<file path="config.mk">
export PLATFORM = sky130hd
export DESIGN_NAME = bp_fe_bp_update_queue
export DESIGN_NICKNAME = d
export VERILOG_FILES = /design/src/rtl/bp_fe_bp_update_queue.sv
export SDC_FILE = /design/constraint.sdc
export NUM_CORES = 1
export LEC_CHECK = 0
export CAP_MARGIN = 10
export CORE_MARGIN = 8
export CORE_UTILIZATION = 40
export DETAILED_ROUTE_END_ITERATION = 16
export GPL_ROUTABILITY_DRIVEN = 0
export SYNTH_ARGS = -nofsm -noshare
export SYNTH_HDL_FRONTEND = slang
export SYNTH_SLANG_ARGS = --single-unit
</file>
<file path="constraint.sdc">
create_clock -name clk_i -period 2.3 [get_ports clk_i]
set_input_delay 0.46 -clock clk_i [delete_from_list [all_inputs] [get_ports clk_i]]
set_output_delay 0.46 -clock clk_i [all_outputs]
set_load 0.01 [all_outputs]
</file>
<file path="src/rtl/bp_fe_bp_update_queue.sv">
// In-order queue of in-flight branch predictions feeding registered predictor updates.
// Optional BP_UPDQ_STATS_EN adds saturating resolved/mispredict counters.
module bp_fe_bp_update_queue #(
  parameter int unsigned bht_idx_width_p = 9,
  parameter int unsigned queue_els_p     = 8,
  localparam int unsigned ptr_width_lp   = $clog2(queue_els_p),
  localparam int unsigned cnt_width_lp   = $clog2(queue_els_p + 1)
) (
  input  logic                       clk_i,
  input  logic                       reset_n_i,
  input  logic                       pred_v_i,
  input  logic [bht_idx_width_p-1:0] pred_idx_i,
  input  logic                       pred_taken_i,
  output logic                       pred_ready_o,
  input  logic                       res_v_i,
  input  logic                       res_taken_i,
  output logic                       res_ready_o,
  input  logic                       flush_i,
  output logic                       w_v_o,
  output logic [bht_idx_width_p-1:0] idx_w_o,
  output logic                       correct_o,
  output logic [cnt_width_lp-1:0]    count_o,
`ifdef BP_UPDQ_STATS_EN
  output logic [31:0]                stat_resolved_o,
  output logic [31:0]                stat_mispred_o,
`endif
  output logic                       underflow_o
);

  logic [bht_idx_width_p-1:0] idx_mem [queue_els_p];
  logic                       taken_mem [queue_els_p];

  logic [ptr_width_lp-1:0]    wr_ptr_q, wr_ptr_d;
  logic [ptr_width_lp-1:0]    rd_ptr_q, rd_ptr_d;
  logic [cnt_width_lp-1:0]    count_q, count_d;
  logic                       w_v_q, w_v_d;
  logic [bht_idx_width_p-1:0] idx_w_q, idx_w_d;
  logic                       correct_q, correct_d;
  logic                       underflow_q, underflow_d;

  logic push, pop, pop_correct;

  // Ready flags depend on registered occupancy only, never on same-cycle inputs.
  assign pred_ready_o = (count_q != cnt_width_lp'(queue_els_p));
  assign res_ready_o  = (count_q != '0);

  assign push        = pred_v_i & pred_ready_o & ~flush_i;
  assign pop         = res_v_i & res_ready_o;
  assign pop_correct = (taken_mem[rd_ptr_q] == res_taken_i);

  always_comb begin
    wr_ptr_d    = wr_ptr_q;
    rd_ptr_d    = rd_ptr_q;
    count_d     = count_q;
    w_v_d       = pop;
    idx_w_d     = idx_w_q;
    correct_d   = correct_q;
    underflow_d = underflow_q | (res_v_i & ~res_ready_o);

    if (push) wr_ptr_d = wr_ptr_q + ptr_width_lp'(1);
    if (pop) begin
      rd_ptr_d  = rd_ptr_q + ptr_width_lp'(1);
      idx_w_d   = idx_mem[rd_ptr_q];
      correct_d = pop_correct;
    end

    // A pop in the flush cycle still reports; the queue then empties at the write pointer.
    if (flush_i) begin
      rd_ptr_d = wr_ptr_q;
      count_d  = '0;
    end else begin
      case ({push, pop})
        2'b10:   count_d = count_q + cnt_width_lp'(1);
        2'b01:   count_d = count_q - cnt_width_lp'(1);
        default: count_d = count_q;
      endcase
    end
  end

  always_ff @(posedge clk_i or negedge reset_n_i) begin
    if (!reset_n_i) begin
      wr_ptr_q    <= '0;
      rd_ptr_q    <= '0;
      count_q     <= '0;
      w_v_q       <= 1'b0;
      idx_w_q     <= '0;
      correct_q   <= 1'b0;
      underflow_q <= 1'b0;
    end else begin
      wr_ptr_q    <= wr_ptr_d;
      rd_ptr_q    <= rd_ptr_d;
      count_q     <= count_d;
      w_v_q       <= w_v_d;
      idx_w_q     <= idx_w_d;
      correct_q   <= correct_d;
      underflow_q <= underflow_d;
    end
  end

  always_ff @(posedge clk_i) begin
    if (push) begin
      idx_mem[wr_ptr_q]   <= pred_idx_i;
      taken_mem[wr_ptr_q] <= pred_taken_i;
    end
  end

  assign w_v_o       = w_v_q;
  assign idx_w_o     = idx_w_q;
  assign correct_o   = correct_q;
  assign count_o     = count_q;
  assign underflow_o = underflow_q;

`ifdef BP_UPDQ_STATS_EN
  logic [31:0] resolved_q, mispred_q;

  always_ff @(posedge clk_i or negedge reset_n_i) begin
    if (!reset_n_i) begin
      resolved_q <= '0;
      mispred_q  <= '0;
    end else begin
      if (pop && resolved_q != '1) resolved_q <= resolved_q + 32'd1;
      if (pop && !pop_correct && mispred_q != '1) mispred_q <= mispred_q + 32'd1;
    end
  end

  assign stat_resolved_o = resolved_q;
  assign stat_mispred_o  = mispred_q;
`else
  // Statistics counters are not built.
`endif

endmodule

</file>
## After elaboration in Yosys (flattened, before gate mapping)

Memories as Yosys holds them, arrays and structs flattened. A register that Yosys moved wholly into a read port is not among the register bits.
Index checks and enable logic that the tools add are counted.

- Register bits: 13
- Bits in writable memories: 80
- Input bits: 16
- Output and inout port bits: 18
- Word-level logic and storage cells: 33
- Memories: 2

- Add/sub/neg operators: 4
- Eq/ne operators: 4
- Muxes and demuxes: 6
- Bitwise operators: 7
- Reduce and logical (&&, ||, !) cells: 4

Memory list:

| name | depth | bits a word | read ports | clocked after memory_dff | write ports | line | source |
|---|---|---|---|---|---|---|---|
| idx_mem | 8 | 9 | 1 | 1 | 1 | 30 | `logic [bht_idx_width_p-1:0] idx_mem [queue_els_p];` |
| taken_mem | 8 | 1 | 1 | 0 | 1 | 31 | `logic taken_mem [queue_els_p];` |

Operator list:

| kind | number |
|---|---|
| 4-bit case mux with 2 select lines | 1 |
| 3-bit by 1-bit adder with 3-bit output (second input constant) | 2 |
| 3-bit two-way mux | 2 |
| 4-bit by 1-bit adder with 4-bit output (second input constant) | 1 |
| 1-bit bitwise AND | 4 |
| 4-bit two-way mux | 1 |
| 4-bit inequality test (second input constant) | 1 |
| 4-bit nonzero test | 1 |
| 4-bit by 1-bit subtractor with 4-bit output (second input constant) | 1 |
| 3-bit nonzero test | 1 |
| 2-bit by 1-bit == test with 1-bit output (second input constant) | 1 |
| 2-bit == test (second input constant) | 1 |
| 1-bit two-way mux | 2 |
| 1-bit inverter | 2 |
| 2-bit nonzero test | 1 |
| 1-bit == test | 1 |
| 1-bit zero test | 1 |
| 1-bit bitwise OR | 1 |

## Logic depth before layout (Yosys ltp)

- Word-level depth: 6
- Mapped depth: 9
- Depth with buffers taken out: 9

## Worst setup path before layout

Ideal clock, no wire load.

- Kind: reg2reg
- From: register count_q[1], in the netlist count_o[1]
- To: register count_q[3], in the netlist count_o[3]
- Setup time: 0.104 ns
- Arrival: 2.488 ns
- Slack: -0.292 ns
- Stages on the path, launching flop included: 9
- Buffers on the path: 0
- Period minus slack after synthesis: 2.592 ns
- Cells stage by stage: dfrtp_1 or4b_4 nor2b_1 nor2_1 ha_1 a31oi_1 nor3_2 or4b_1 o311ai_1

- Word-level cells in the longest chain between the ends: 6

RTL lines:

| element | line | source |
|---|---|---|
| start, declared | 35 | `logic [cnt_width_lp-1:0] count_q, count_d;` |
| start signal, assigned | 92 | `count_q <= count_d;` |
| 4-bit inequality test (*) | 44 | `assign pred_ready_o = (count_q != cnt_width_lp'(queue_els_p));` |
| named net pred_ready_o | 14 | `output logic pred_ready_o,` |
| 1-bit bitwise AND (*) (2 in a row) | 47 | `assign push = pred_v_i & pred_ready_o & ~flush_i;` |
| 2-bit by 1-bit == test with 1-bit output / 2-bit == test (equally long branches) | 72 | `case ({push, pop})` |
| 4-bit case mux with 2 select lines | 72 |  |
| 4-bit two-way mux | 68 | `if (flush_i) begin` |

Mark *: on every way through the listed nets, which the timed path passes. The rest lies on a longest branch.
A chain may end at the register's enable or synchronous reset.

## Final worst setup path

- From: register count_q[0], in the netlist count_o[0]
- To: register count_q[3], in the netlist count_o[3]

- Word-level cells in the longest chain between the ends: 6

RTL lines:

| element | line |
|---|---|
| 4-bit inequality test | 44 |
| 1-bit bitwise AND (2 in a row) | 47 |
| 2-bit by 1-bit == test with 1-bit output / 2-bit == test (equally long branches) | 72 |
| 4-bit case mux with 2 select lines | 72 |
| 4-bit two-way mux | 68 |

Parallel ways exist; a longest one is shown, timed or not.

==> impl_metrics.csv <==
group,metric,value,unit
run_status,run_status,"complete, but fails checks",
run_status,violations,"negative setup slack",
grt,grt_pass1_wl,12200,um
routing,dr.first_iter.drc_count,128,
synth,async_reset_ff_share,21.6,%
floorplan,fp.dieH,117,um
grt,grt_max_degree,24,
setup_path,endpoint_kind,"flop",
routing,first_pass_iters,4,
synth,synthesis.nets,243,
synth,ys_warn_count,0,
clock_tree,cts.sinks,102,
sta,rsz0062_at_grt,"yes",
final_layout,fin_nets,309,
sta,fin_ws,-39.6,ps
synth,synth_sequential_area_ratio,72.8,%
synth,syn_avg_cell_area,18.2,sq um
grt,grt_pass1_vias,2258,
final_layout,layout_common_cells,"edfxtp_1 (80), clkdlybuf4s50_1 (31), buf_4 (31), nand2_1 (21), mux4_2 (20)",
setup_path,cp-start-kind,"flop",
synth,syn_inst,223,
grt,gr-total-overflow,0,
pwr,power_density,1130,mW/mm^2
grt,grt_antenna_before_repair,0,
setup_path,cp.arrival,2600,ps
final_layout,fin_util,50.9,%
place,post-place-cells,411,
sta,fin_tns_setup,-39.6,ps
sta,slew_headroom,74.6,%
routing,highest_layer,"met4",
pwr,p_leak,1.76,nW
sta,max_freq,0.427,GHz
floorplan,die_w,117,um
final_layout,final_common_cell,"edfxtp_1",
place,numPortBuffers,33,
setup_path,reg2reg_depth,8,
setup_path,crit_type,"reg -> reg",
synth,synth_seq_cells,102,
sta,finalSetupViolCount,1,
final_layout,fin_cells,427,
clock_tree,insertion_delay,360,ps
clock_tree,hold_buffers,0,
synth,synth_cell_type_count,33,
sta,worst_slew_pin_slew,381,ps
routing,wl_met2,3780,um
floorplan,io_pins,34,
synth,synth-edff-count,80,
routing,final_antenna_net_count,0,
final_layout,n_antenna_cell,0,
clock_tree,clk_path_buf_depth,2,
sta,slew_viol_final,0,
setup_path,crit_required,2560,ps
clock_tree,htree_levels,3,
job,maxCapViolCount,0,
floorplan,fp.dieArea,0.0136,sq mm
routing,wl_met3,452,um
clock_tree,cts_tree,"yes",
routing,viasPerCell,4.88,
floorplan,start_util,41.3,%
place,place_ws,-129,ps
grt,gr-usage-all-layers,12.4,%
synth,syn_area,0.00406,sq mm
floorplan,num_rows,36,
final_layout,area_growth,23.2,%
place,place_area,0.00478,sq mm
sta,hold_viol_final,0,
routing,wl_per_cell,17.7,um
routing,wl,7570,um
clock_tree,cts-root-buf,"clkbuf_8",
routing,drc,0,
sta,clock_skew,5.00,ps
routing,met1_length,3270,um
routing,vias,2082,
clock_tree,clk_pin_slew,90,ps
synth,synthFlopType,"edfxtp_1",
final_layout,final_cell_area,0.00500,sq mm
final_layout,nFillCells,856,
place,hpwl,5320,um
pwr,ir_worst_vdd,453,uV
floorplan,core-area,0.00982,sq mm
min_path,min_path_type,"in -> async",
setup_path,critPathMaxFanout,4,
sta,period_needed,2340,ps
clock_tree,cts_buffers,9,
sta,fin_crit_sh,102,%
final_layout,drive_gt1_share,27.6,%
clock_tree,cts_setup_buffers,0,
-- layer usage --
layer	vias up	global-route usage [%]
met5	-	0
met4	0	3.92
met3	7	3.62
met2	44	20.0
met1	1031	15.6
li1	1000	-
-- kinds of logic (layout without fill, tap and decap cells) --
group	after synthesis	after routing	share of synthesized area, %
xor gates and xnor gates	9	9	2.13
adders and majority gates	4	4	1.23
AOI/OAI and AO/OA	19	19	2.62
DFF	102	102	72.8
buffers and inverters	11	82	1.33
muxes	33	33	14.3
and+or+nand+nor	45	45	5.58
-- power by group --
part	switching (mW)	internal, mW	leakage [nW]
Clock	0.606	0.507	0.0964
Combinational	0.948	1.09	0.677
Sequential	0.202	2.28	0.990
Total	1.76	3.88	1.76
-- registers in the layout, indices dropped and copies added (netlist names) --
register,count
idx_mem,72
idx_w_o,9
taken_mem,8
count_o,4
rd_ptr_q,3
wr_ptr_q,3
correct_o,1
underflow_o,1
w_v_o,1
-- stage by stage --
step           hold WS (ps)  power, mW
2_1_floorplan           164       3.76
3_3_place_gp            461       4.56
4_1_cts                 434       5.72
6_report                446       5.64
5_1_grt                 460       5.99
3_5_place_dp            464       4.59
-- cells in the mapped netlist (2+ instances only) --
cell type  number  area [sq um]
buf_1           2          7.51
nand2b_1        3          18.8
nor2_1          7          26.3
ha_1            4          50.1
o21ai_0        13          65.1
a31oi_1         2          12.5
nor3_1          5          25.0
edfxtp_1       80          2400
mux2i_1        13           130
nand2_1        21          78.8
mux4_2         20           450
buf_2           2          10.0
clkbuf_1        4          15.0
dfrtp_1        22           551
xnor2_1         6          52.6
xor2_1          2          17.5
-- critical path, cell delays in order (launching register included) --
cell and delay, ps:
dfrtp_2 440, or4b_4 520, nor2b_4 150, nor2_4 100, ha_4 220, a31oi_4 130, nor3_2 60, or4b_1 520
o311ai_2 90
-- worst paths after layout --
| check | start | to | slack, ps |
|---|---|---|---|
| max | count_o[0] | count_o[3] | -40 |
| min | reset_n_i | count_o[2] | 450 |
| max reg2reg | count_o[0] | count_o[3] | -40 |
| min reg2reg | underflow_o | underflow_o | 480 |
| max in group asynchronous | reset_n_i | count_o[1] | 1610 |
| min in group clk_i | underflow_o | underflow_o | 480 |
-- area by class of cell --
type,instances,area [sq um],area share (%)
clock buffers,9,124,2.48
flip-flops and latches,102,2960,59.2
well taps,133,166,3.33
clock inverters,7,73.8,1.48
inverters,2,10.0,0.200
repair buffers,64,561,11.2
multi-input cells,110,1110,22.1
-- repair_timing --
| item | in CTS | in global routing |
|---|---|---|
| setup endpoints to repair | 3 | 1 |
| pin swaps | 1 | 0 |
| resized for setup | 3 | 1 |
| cloned | 0 | 0 |
Power figures use the tool's default switching activity.
